**src/rtl/sb_cfg.sv**
```systemverilog
// sb_cfg: configurable routing switch box with a serial shadow/active
// config chain; each output track picks one of FANIN taps or is off.
module sb_cfg #(
  parameter int W       = 8,
  parameter int FANIN   = 3,
  parameter int OFFS    = 3,
  parameter int REG_OUT = 0
) (
  input  logic         clk,
  input  logic         rst_n,
  input  logic [W-1:0] in,
  output logic [W-1:0] out,
  input  logic         cfg_in,
  input  logic         cfg_en,
  input  logic         cfg_commit,
  output logic         cfg_out,
  output logic         cfg_full,
  output logic         cfg_err
);

  localparam int SELW     = $clog2(FANIN + 1);
  localparam int CFG_BITS = W * SELW;
  localparam int CW       = $clog2(CFG_BITS + 1);

  localparam logic [CW-1:0] CNT_MAX  = CW'(CFG_BITS);
  localparam logic [CW-1:0] CNT_LAST = CW'(CFG_BITS - 1);

  typedef enum logic [1:0] {
    S_IDLE,
    S_LOAD,
    S_ARMED
  } state_t;

  state_t              r_state;
  state_t              w_state_nxt;
  logic [CFG_BITS-1:0] r_shadow;
  logic [CFG_BITS-1:0] r_active;
  logic [CW-1:0]       r_cnt;
  logic                r_err;
  logic                w_accept;
  logic [W-1:0]        w_route;

  assign w_accept = cfg_commit & ~cfg_en & (r_state == S_ARMED);

  always_comb begin
    w_state_nxt = r_state;
    unique case (r_state)
      S_IDLE: begin
        if (cfg_en)
          w_state_nxt = S_LOAD;
      end
      S_LOAD: begin
        if (cfg_en && r_cnt == CNT_LAST)
          w_state_nxt = S_ARMED;
      end
      S_ARMED: begin
        if (w_accept)
          w_state_nxt = S_IDLE;
      end
      default: w_state_nxt = S_IDLE;
    endcase
  end

  always_ff @(posedge clk or negedge rst_n) begin
    if (!rst_n) begin
      r_state <= S_IDLE;
    end else begin
      r_state <= w_state_nxt;
    end
  end

  always_ff @(posedge clk or negedge rst_n) begin
    if (!rst_n) begin
      r_cnt <= '0;
    end else if (w_accept) begin
      r_cnt <= '0;
    end else if (cfg_en && r_cnt != CNT_MAX) begin
      r_cnt <= r_cnt + 1'b1;
    end
  end

  always_ff @(posedge clk or negedge rst_n) begin
    if (!rst_n) begin
      r_shadow <= '0;
    end else if (cfg_en) begin
      r_shadow <= {r_shadow[CFG_BITS-2:0], cfg_in};
    end
  end

  // all-ones reset decodes every select as off
  always_ff @(posedge clk or negedge rst_n) begin
    if (!rst_n) begin
      r_active <= '1;
    end else if (w_accept) begin
      r_active <= r_shadow;
    end
  end

  always_ff @(posedge clk or negedge rst_n) begin
    if (!rst_n) begin
      r_err <= 1'b0;
    end else begin
      r_err <= cfg_commit & ~w_accept;
    end
  end

  assign cfg_out  = r_shadow[CFG_BITS-1];
  assign cfg_full = (r_state == S_ARMED);
  assign cfg_err  = r_err;

  for (genvar gi = 0; gi < W; gi++) begin : g_out
    logic [FANIN-1:0] w_cand;
    logic [SELW-1:0]  w_sel;
    logic             w_bit;

    assign w_sel = r_active[SELW*gi +: SELW];

    for (genvar gk = 0; gk < FANIN; gk++) begin : g_tap
      localparam int TAP = (gi + OFFS * (gk + 1)) % W;
      assign w_cand[gk] = in[TAP];
    end

    always_comb begin
      w_bit = 1'b0;
      for (int k = 0; k < FANIN; k++) begin
        if (w_sel == SELW'(k))
          w_bit = w_cand[k];
      end
    end

    assign w_route[gi] = w_bit;
  end

  if (REG_OUT != 0) begin : g_reg
    logic [W-1:0] r_out;
    always_ff @(posedge clk or negedge rst_n) begin
      if (!rst_n) begin
        r_out <= '0;
      end else begin
        r_out <= w_route;
      end
    end
    assign out = r_out;
  end else begin : g_comb
    assign out = w_route;
  end

endmodule

```
**config.mk**
```make
export PLATFORM = sky130hd
export DESIGN_NAME = sb_cfg
export DESIGN_NICKNAME = d
export VERILOG_FILES = /design/src/rtl/sb_cfg.sv
export SDC_FILE = /design/constraint.sdc
export NUM_CORES = 1
export LEC_CHECK = 0
export ABC_AREA = 0
export BUFFER_PORTS_ARGS = -buffer_cell sky130_fd_sc_hd__buf_2
export CAP_MARGIN = 20
export CORE_MARGIN = 5
export CORE_UTILIZATION = 61
export DETAILED_ROUTE_END_ITERATION = 10
export MAX_ROUTING_LAYER = met4
export PLACE_DENSITY = 0.94
export SYNTH_ARGS = -nofsm -noshare
export SYNTH_HDL_FRONTEND = slang
export SYNTH_SLANG_ARGS = --single-unit
export TNS_END_PERCENT = 30
```
**constraint.sdc**
```tcl
create_clock -name clk -period 2.6 [get_ports clk]
set_input_delay 0.26 -clock clk [delete_from_list [all_inputs] [get_ports clk]]
set_output_delay 0.26 -clock clk [all_outputs]
set_load 0.05 [all_outputs]
```
# Word-level counts from Yosys, hierarchy flattened
# Index checks and enable logic that the tools add are counted.
totals:
  ff_bits: 40
  inputBits: 13
  output_inout_bits: 11
  wordCells: 77
op_classes:
  n_addsub: 1
  eq_ne: 23
  mux: 30
  bitwise_logic: 5
  reduce_logical: 13
op_table:
  columns: ["op", "count"]
  rows:
  - ["two-way mux 1 bit", 24]
  - ["equality test 2 x 1 -> 1 bit, second input constant", 9]
  - ["equality test 2 bit, second input constant", 9]
  - ["logical NOT 2 bit", 9]
  - ["two-way mux 5 bit", 2]
  - ["two-way mux 2 bit", 3]
  - ["case mux 2 bit (3 select lines)", 1]
  - ["adder 5 x 1 -> 5 bit, second input constant", 1]
  - ["equality test 5 x 4 -> 1 bit, second input constant", 1]
  - ["!= test 5 bit, second input constant", 1]
  - ["!= test 2 bit, second input constant", 2]
  - ["bitwise AND 1 bit", 3]
  - ["AND reduction 3 bit", 1]
  - ["logical AND 1 bit", 2]
  - ["!= test 2 x 1 -> 1 bit, second input constant", 1]
  - ["inverter 1 bit", 2]
  - ["nonzero test 2 bit", 1]

# Logic depth before layout (Yosys ltp)
# Gate-level depths: netlist of run 1.
logic_depth:
  ltp_word: 5
  depth_mapped: 6

# Worst setup path before layout of run 1
# No wires, ideal clock.
synth_path:
  path_type: "reg2reg"
  startpoint: "reg r_state[0]"
  endpoint: "reg r_state[1]"
  setup_time_ns: 0.070
  arrival_time_ns: 1.446
  setup_slack_ns: 1.084
  path_stages_with_launch: 4
  period_less_slack_ns: 1.516
  cell_sequence: "dfrtp_1 -> nor2b_1 -> o21ai_0 -> nand2_1"
synth_via:
  elab_chain_cells: 4
synth_lines:
  columns: ["item", "line_no", "text"]
  rows:
  - ["from (decl)", "34", "state_t r_state;"]
  - ["from (signal assigned)", "68", "r_state <= w_state_nxt;"]
  - ["equality test 2 bit *", null, null]
  - ["via cfg_full", "17", "output logic cfg_full,"]
  - ["bitwise AND 1 bit", "43", "assign w_accept = cfg_commit & ~cfg_en & (r_state == S_ARMED);"]
  - ["!= test 2 x 1 -> 1 bit (no line)", null, null]
  - ["AND reduction 3 bit (no line)", null, null]
# The timed path passes the listed nets; every way through them passes the cells marked *.
# A chain may end at the register's enable or synchronous reset.

# Worst setup path after layout of run 1
layout_path:
  startpoint: "reg r_active[12]"
  endpoint: "out out[6]"
layout_via:
  elab_chain_cells: 4
layout_lines:
  columns: ["item", "line_no", "text"]
  rows:
  - ["from (decl)", "37", "logic [CFG_BITS-1:0] r_active;"]
  - ["from (signal assigned)", "95", "r_active <= r_shadow;"]
  - ["logical NOT 2 bit", "126", "if (w_sel == SELW'(k))"]
  - ["two-way mux 1 bit (2 in a row)", "126", null]
  - ["two-way mux 1 bit *", "126", null]
  - ["to (decl)", "12", "output logic [W-1:0] out,"]
# Mark *: on every way between the ends. The rest lies on a longest branch, timed or not.

==> results of run 1 <==
==> worst max-delay path, cell delays in order, from the launching register on <==
cell,delay [ns]
dfstp_2,0.58
mux2i_1,0.08
o22ai_1,0.16
buf_2,0.29
==> registers in the layout, indices dropped and copies added, names as in the netlist <==
name / cells
cfg_err: 1
r_active: 16
r_cnt: 5
r_shadow: 16
r_state: 2
==> cell usage after synthesis, drive strengths merged, types with 2 or more instances <==
cell    count  area [sq um]
nor2        5         21.27
nand2       8         30.03
nand3b      3         22.52
mux2       33         371.6
dfrtp      24         600.6
nand3       3         15.01
o21ai       6         30.03
ha          3         37.54
o22ai       6         37.54
dfstp      16         420.4
buf        12         98.84
mux2i       8         80.08
inv         5         18.77
nor4bb      2         35.03
==> final cells by class <==
cell class	count	area, sq um
timing repair buffer	24	122.6
clock buffer	8	58.81
sequential	40	1021
inverter	5	18.77
fill	214	998.5
multi-input combinational	85	742.0
tap	33	41.29
==> power by group through the flow <==
stage | combinational, mW | clock (mW) | sequential [mW]
detailed placement | 0.346 | 0 | 0.891
finish | 0.346 | 0.312 | 0.877
global route | 0.384 | 0.354 | 0.899
CTS | 0.349 | 0.326 | 0.877
floorplan | 0.251 | 0 | 0.871
global placement | 0.326 | 0 | 0.873
==> cells by family (layout without fill, tap and decap cells) <==
kind of cell / count (synthesis) / in the layout / share of synthesized area, %
compound gates: 14 / 14 / 4.316
xor+xnor: 1 / 1 / 0.4649
fa+ha+maj: 3 / 3 / 1.992
buf+inv: 18 / 37 / 6.441
flops: 40 / 40 / 54.18
mux: 41 / 41 / 23.97
simple gates: 26 / 26 / 8.632
==> final timing paths <==
check | start | end | slack (ns) | cells past startpoint
worst max-delay path | r_active[12]$_DFFE_PN1P_ | out[6] | 0.91 | 3
worst min register to register | r_state[1]$_DFFE_PN0P_ | r_state[0]$_DFFE_PN0P_ | 0.48 | 1
worst max register to register | r_cnt[0]$_DFFE_PN0P_ | r_cnt[4]$_DFFE_PN0P_ | 1.03 | 5
max in group asynchronous | rst_n | r_shadow[9]$_DFFE_PN0P_ | 2.06 | 1
min in group clk | cfg_in | r_shadow[0]$_DFFE_PN0P_ | 0.16 | 2
worst min-delay path | rst_n | r_cnt[4]$_DFFE_PN0P_ | 0.01 | 1
==> metal layers <==
layer / part of all wire, % / track usage (%) / up-vias
met3: 4.8 / 4.957 / 6
met2: 50 / 29.96 / 31
li1: - / - / 538
met4: 1.4 / 8.290 / 0
met1: 44 / 23.27 / 582
met5: 0 / - / -
==> through the flow <==
stage	cell area (sq um)	total power [mW]	utilization [%]	hold slack [ns]
2_1_floorplan	1884	1.123	-	-0.03559
3_3_place_gp	1946	1.199	64.79	0.3828
3_5_place_dp	1946	1.237	64.79	0.4041
4_1_cts	2004	1.552	66.75	0.02363
5_1_grt	2004	1.638	66.75	0.07094
6_report	2004	1.536	66.75	0.01303
==> flow_metrics.tcl, run 1 <==
set metrics [dict create \
    arrival_ns 1.43 \
    io_buffer_count 23 \
    setup_viol 0 \
    synthArstFlopShare_pct 100.0 \
    irDropWorstVdd_uv 386.3 \
    syn_area_sq_um 1884 \
    path_clk_slew_ns 0.11 \
    ys_ff_latch 40 \
    power.switching_mw 0.4765 \
    grt_overflow 0 \
    rsz0062_at_grt "no" \
    intPower_mw 1.059 \
    drt-pass1-iter-count 4 \
    fin_crit_ns 1.692 \
    p_leak_nw 0.8827 \
    critical_path_class "reg2out" \
    dpl.cell_count 187 \
    syn_inst 143 \
    yosysSeqAreaShare_pct 54.18 \
    period_share_pct 65.10 \
    clock_skew_ns 0.009026 \
    hpwl_um 2522 \
    synth_ff_type "dfrtp_1" \
    fin_tns_setup_ns 0 \
    initial_utilization_pct 62.75 \
    clk_latency_ns 0.33 \
    place_congestion 0.7697 \
    hp-class "in2async" \
    clock-root-buffer "clkbuf_4" \
    synth_edf_count 0 \
    start_kind "flip-flop" \
    die-area_sq_um 4301 \
    dr.first_iter.drc_count 106 \
    ant_nets 0 \
    slew_headroom_pct 44.15 \
    totalWireLength_um 3355 \
    drc 0 \
    end_kind "output port" \
    clock_path_buffers 2 \
    drive_gt1_share_pct 50.00 \
    tightest_slew_ns 0.8377 \
    yosysUniqueCellTypes 27 \
    diodes 0 \
    fin_cells 195 \
    grt_pass1_vias 1225 \
    swShare_pct 31.02 \
    ctsResizeCount 0 \
    clock_sinks 40 \
    combPwrFrac_pct 22.5 \
    cp.required_ns 2.34 \
    outcome "finished, final reports clean" \
    power_density_nw_per_um2 766.3 \
    path_max_fanout 3 \
    cts_made_buffers 5 \
    final_common_cell "mux2_2" \
    grt_start_max_net_pins 41 \
    syn-num-nets 159 \
    final.setup.worst_slack_ns 0.9075 \
    io_pins 24 \
    cts_tree "built" \
    pwr-share-clk_pct 20.3 \
    drv_slew 0 \
    globalRouteTotalUtil_pct 19.05 \
    area.growth.synth_to_final_pct 6.374 \
    dp_slack_ns 0.9359 \
    routed_via_density 5.933 \
    fp.dieH_um 65.58 \
    rows 20 \
    max_freq_mhz 590.9 \
    syn_avg_cell_area_sq_um 13.18 \
    die_w_um 65.58 \
    ys_warn_count 0 \
    final-hold-violation-count 0 \
    grt_pass1_wl_um 5968 \
    antenna_found_initial 0 \
    cts_htree_levels 2 \
    core-area_sq_um 3003 \
    max_cap_viol_count 0 \
    post_cts_buffers 0 \
    num_vias 1157 \
    nets 177 \
    most-common-layout-cells "33 x mux2_2, 24 x dfrtp_1, 23 x buf_2, 16 x dfstp_2" \
    seqPwrFrac_pct 57.1 \
    avgRoutedWirePerCell_um 17.21 \
    cts_hold_buf 0 \
]
Power figures use the tool's default switching activity.
==> inputs of run 2 (changes only) <==
--- a/config.mk
+++ b/config.mk
@@ -9,10 +9,10 @@
 export BUFFER_PORTS_ARGS = -buffer_cell sky130_fd_sc_hd__buf_2
 export CAP_MARGIN = 20
 export CORE_MARGIN = 5
-export CORE_UTILIZATION = 61
+export CORE_UTILIZATION = 51
 export DETAILED_ROUTE_END_ITERATION = 10
 export MAX_ROUTING_LAYER = met4
-export PLACE_DENSITY = 0.94
+export PLACE_DENSITY = 0.85
 export SYNTH_ARGS = -nofsm -noshare
 export SYNTH_HDL_FRONTEND = slang
 export SYNTH_SLANG_ARGS = --single-unit
==> constraint.sdc (replaced) <==
create_clock -name clk -period 1.5 [get_ports clk]
set_input_delay 0.15 -clock clk [delete_from_list [all_inputs] [get_ports clk]]
set_output_delay 0.15 -clock clk [all_outputs]
set_load 0.05 [all_outputs]
==> flow_metrics.tcl, run 2 (synthesized netlist as in run 1, its figures left out) <==
set metrics [dict create \
    outcome "finished, violations left" \
    violations "setup timing" \
    dp_slack_ns -0.02669 \
    start_kind "flip-flop" \
    total_power_mw 2.917 \
    ant_nets 0 \
    period_share_pct 101.6 \
    grt_pass1_vias 1199 \
    clock_sinks 40 \
    grt_pass1_wl_um 5796 \
    rsz0062_at_grt "yes" \
    fin_cells 215 \
    drt-pass1-iter-count 4 \
    clock_path_buffers 2 \
    slew_headroom_pct 70.30 \
    drc 0 \
    die-area_sq_um 5011 \
    power_density_nw_per_um2 1350 \
    cts_htree_levels 2 \
    globalRouteTotalUtil_pct 15.77 \
    setup_viol 2 \
    place_congestion 0.7644 \
    whs_path_depth 3 \
    antenna_found_initial 0 \
    min_from "cfg_commit" \
    p_leak_nw 0.9413 \
    grt_overflow 0 \
    crit_chain "inv_1, ha_1, or4bb_1, nand3_1, o22ai_1" \
    cts_made_buffers 5 \
    hpwl_um 2592 \
    final.setup.worst_slack_ns -0.02328 \
    dpl.cell_count 205 \
    clk_latency_ns 0.29 \
    reg_top3 "r_active: 16 flops, r_shadow: 16 flops, r_cnt: 5 flops" \
    final_common_cell "mux2_2" \
    design_area_sq_um 2161 \
    max_cap_viol_count 0 \
    diodes 0 \
    dpl_cell_area_sq_um 2014 \
    io_pins 24 \
    r2r_setup_slack_ns -0.02 \
    num_vias 1167 \
    r2r_end "r_cnt[2]$_DFFE_PN0P_" \
    critical_path_class "reg2reg" \
    cp_slowest_cell "or4bb_1" \
    path_clk_slew_ns 0.08 \
    tightest_slew_ns 0.4455 \
    initial_utilization_pct 51.86 \
    io_buffer_count 23 \
    avgRoutedWirePerCell_um 16.99 \
    hold_ws_ns 0.1051 \
    totalWireLength_um 3653 \
    clock_skew_ns 0.01018 \
    grt_start_max_net_pins 26 \
    core-area_sq_um 3633 \
    cpPeakStageDelay_ns 0.46 \
    ff2ff_path_depth 5 \
    hp-class "in2reg" \
    end_kind "flip-flop" \
    irDropWorstVdd_uv 577.4 \
    path_max_fanout 3 \
    min_to "cfg_err$_DFF_PN0_" \
    routed_via_density 5.428 \
    worstReg2RegStart "r_cnt[0]$_DFFE_PN0P_" \
    drive_gt1_share_pct 53.29 \
    max_freq_mhz 656.5 \
    area.growth.synth_to_final_pct 14.67 \
    cp.required_ns 1.67 \
    fin_crit_ns 1.523 \
    dr.first_iter.drc_count 82 \
    most-common-layout-cells "33 x mux2_2, 24 x dfrtp_1, 16 x dfstp_2, 15 x buf_2, 9 x buf_4" \
    arrival_ns 1.69 \
    final-hold-violation-count 0 \
    fp.dieH_um 70.79 \
    nets 182 \
    cts_tree "built" \
    die_w_um 70.79 \
    clock-root-buffer "clkbuf_8" \
    rows 22 \
    drv_slew 0 \
]
-- run 2: timing repair --
item | CTS | global route
resized for setup | 6 | 11
endpoints found under the hold margin | 9 | 0
setup endpoints to repair | 7 | 12
hold buffers | 1 | 0
setup buffers | 0 | 1
-- run 2: how the worst max path moves through the flow --
stage                                        from                       end
after detailed placement     r_cnt[0]$_DFFE_PN0P_      r_cnt[0]$_DFFE_PN0P_
after CTS                 r_active[8]$_DFFE_PN1P_                    out[4]
final                        r_cnt[0]$_DFFE_PN0P_      r_cnt[2]$_DFFE_PN0P_
after global placement     r_state[0]$_DFFE_PN0P_  r_active[10]$_DFFE_PN1P_
after floorplan            r_state[0]$_DFFE_PN0P_  r_active[10]$_DFFE_PN1P_
after global routing         r_cnt[0]$_DFFE_PN0P_      r_cnt[2]$_DFFE_PN0P_
-- run 2: layout make-up --
class / count / area (sq um)
Multi-Input combinational cell: 85 / 768.2
Inverter: 5 / 18.77
Tap cell: 48 / 60.06
Fill cell: 289 / 1473
Clock inverter: 1 / 5.005
Sequential cell: 40 / 1021
Clock buffer: 7 / 76.32
Timing Repair Buffer: 29 / 211.5
-- run 2: through the flow --
step | utilization, % | TNS (ns)
floorplan | - | 0
global placement | 55.44 | 0
detailed placement | 55.44 | -0.05278
CTS | 58.47 | 0
global route | 59.47 | -0.4502
finish | 59.47 | -0.03723
-- run 2: metal layers --
metal | vias to the layer above | share of wire [%] | global-route usage (%)
met5 | - | 0 | -
met4 | 0 | 2.9 | 7.098
met3 | 10 | 4.0 | 4.688
met2 | 30 | 54 | 27.19
met1 | 582 | 39 | 16.58
li1 | 545 | - | -
-- run 2: critical path, delay by kind of cell (launching register included) --
kind	cells	cell delay, ns
adder cells (fa/ha/maj)	1	0.22
flip-flops	1	0.41
AND/OR/NAND/NOR	2	0.57
AO/OA/AOI/OAI	1	0.08
buffers and inverters	1	0.13
-- run 2: where the power goes --
part | total, mW | switching (mW) | internal, mW
clock network | 0.665 | 0.339 | 0.326
logic | 0.701 | 0.354 | 0.347
registers | 1.55 | 0.234 | 1.32
==> inputs of run 3 (changes only) <==
--- a/config.mk
+++ b/config.mk
@@ -8,6 +8,7 @@
 export ABC_AREA = 0
 export BUFFER_PORTS_ARGS = -buffer_cell sky130_fd_sc_hd__buf_2
 export CAP_MARGIN = 20
+export CORE_ASPECT_RATIO = 0.5
 export CORE_MARGIN = 5
 export CORE_UTILIZATION = 51
 export DETAILED_ROUTE_END_ITERATION = 10
==> flow_metrics.tcl, run 3 (synthesized netlist as in run 1, its figures left out) <==
set metrics [dict create \
    rsz0062_at_grt "yes" \
    period_share_pct 106.6 \
    clock_path_buffers 2 \
    grt_start_max_net_pins 41 \
    setup_viol 5 \
    fin_crit_ns 1.599 \
    hold_ws_ns 0.08464 \
    avgRoutedWirePerCell_um 17.95 \
    drv_slew 0 \
    drc 0 \
    min_from "cfg_in" \
    place_congestion 0.7145 \
    drt-pass1-iter-count 4 \
    total_power_mw 3.125 \
    hpwl_um 2549 \
    p_leak_nw 0.9762 \
    cp-startpoint "r_active[14]$_DFFE_PN1P_" \
    clock_sinks 40 \
    die_w_um 95.96 \
    die-area_sq_um 5084 \
    reg_top3 "r_active: 16 flops, r_shadow: 16 flops, r_cnt: 5 flops" \
    r2r_end "r_cnt[0]$_DFFE_PN0P_" \
    path_clk_slew_ns 0.08 \
    worstReg2RegStart "r_cnt[0]$_DFFE_PN0P_" \
    core-area_sq_um 3491 \
    nFillCells 260 \
    cts_tree "built" \
    totalWireLength_um 3968 \
    grt_overflow 0 \
    antenna_found_initial 0 \
    fin_cells 221 \
    slew_headroom_pct 67.62 \
    end_kind "output port" \
    design_area_sq_um 2227 \
    clock_skew_ns 0.007946 \
    rows 15 \
    ant_nets 0 \
    cp.required_ns 1.35 \
    initial_utilization_pct 53.98 \
    routed_via_density 5.443 \
    num_vias 1203 \
    final.setup.worst_slack_ns -0.09933 \
    final_common_cell "mux2_2" \
    max_freq_mhz 625.3 \
    path_max_fanout 2 \
    critical_path_class "reg2out" \
    final-hold-violation-count 0 \
    area.growth.synth_to_final_pct 18.19 \
    nets 185 \
    cts_htree_levels 2 \
    arrival_ns 1.45 \
    dpl_cell_area_sq_um 2021 \
    globalRouteTotalUtil_pct 17.22 \
    clock-root-buffer "clkbuf_8" \
    grt_pass1_wl_um 6210 \
    power_density_nw_per_um2 1403 \
    max_cap_viol_count 0 \
    irDropWorstVdd_uv 578.9 \
    seq_area_sq_um 1021 \
    ff2ff_path_depth 5 \
    clk_latency_ns 0.29 \
    most-common-layout-cells "33 x mux2_2, 24 x dfrtp_1, 16 x dfstp_2, 15 x buf_2, 11 x buf_4" \
    r2r_setup_slack_ns 0.02 \
    outcome "finished, violations left" \
    violations "setup timing" \
    fp.dieH_um 52.98 \
    fin_tns_setup_ns -0.1724 \
    dr.first_iter.drc_count 62 \
    worstSetupEndpoint "out[7]" \
    start_kind "flip-flop" \
    diodes 0 \
    dpl.cell_count 210 \
    grt_pass1_vias 1236 \
    tightest_slew_ns 0.4857 \
    multi_input_area_sq_um 764.5 \
    cts_made_buffers 5 \
    io_buffer_count 23 \
    hp-class "in2reg" \
    drive_gt1_share_pct 55.88 \
    io_pins 24 \
    whs_path_depth 2 \
]
==> run 3: cell count changes in the layout (fill, tap and decap cells not counted), sizes merged <==
| cell | change |
|---|---|
| bufinv | +1 |
| clkbuf | -1 |
| clkinv | -1 |
| buf | +4 |
==> run 3: worst min-delay path by stage <==
stage | endpoint | slack (ns)
2_1_floorplan | cfg_err$_DFF_PN0_ | -0.15
5_1_grt | r_shadow[0]$_DFFE_PN0P_ | 0.1
4_1_cts | r_shadow[0]$_DFFE_PN0P_ | 0.08
6_report | r_shadow[0]$_DFFE_PN0P_ | 0.08
3_5_place_dp | cfg_err$_DFF_PN0_ | 0.23
3_3_place_gp | r_state[1]$_DFFE_PN0P_ | 0.22
==> run 3: report_power, final <==
group          switching (mW)  leakage, nW  internal [mW]  total [mW]
Sequential              0.210        0.448           1.32        1.53
Clock                   0.369       0.0645          0.587       0.956
Combinational           0.322        0.463          0.321       0.642
==> run 3: per-layer routing <==
layer / vias up / global-route usage, % / wire [um]
met5: - / - / 0
met3: 9 / 3.693 / 141
met4: 0 / 6.840 / 74
li1: 550 / - / -
met1: 622 / 19.55 / 1681
met2: 22 / 30.26 / 2071
==> run 3: what timing repair did <==
item	CTS	global route
hold endpoints to repair	24	0
endpoints found under the setup margin	9	12
hold buffers	1	0
gates resized for setup	9	11
setup buffers	1	1
cloned	0	0
pin swaps	0	0
==> run 3: per-stage QoR <==
stage	setup WS (ns)	utilization [%]
2_1_floorplan	0.08501	-
3_3_place_gp	0.08917	57.89
3_5_place_dp	0.006228	57.89
4_1_cts	-0.02492	62.69
5_1_grt	-0.1396	63.80
6_report	-0.09933	63.80
==> run 3: area by class of cell <==
class	count	area share [%]
sequential	40	45.84
multi-input combinational	85	34.33
timing repair buffer	32	10.45
clock buffer	7	4.326
tap	51	2.865
clock inverter	1	1.348
inverter	5	0.8427
==> run 3: critical path, cell delays in order (launching register included) <==
cell	delay, ns
dfstp_2	0.58
mux2i_2	0.28
o22ai_2	0.13
buf_6	0.17
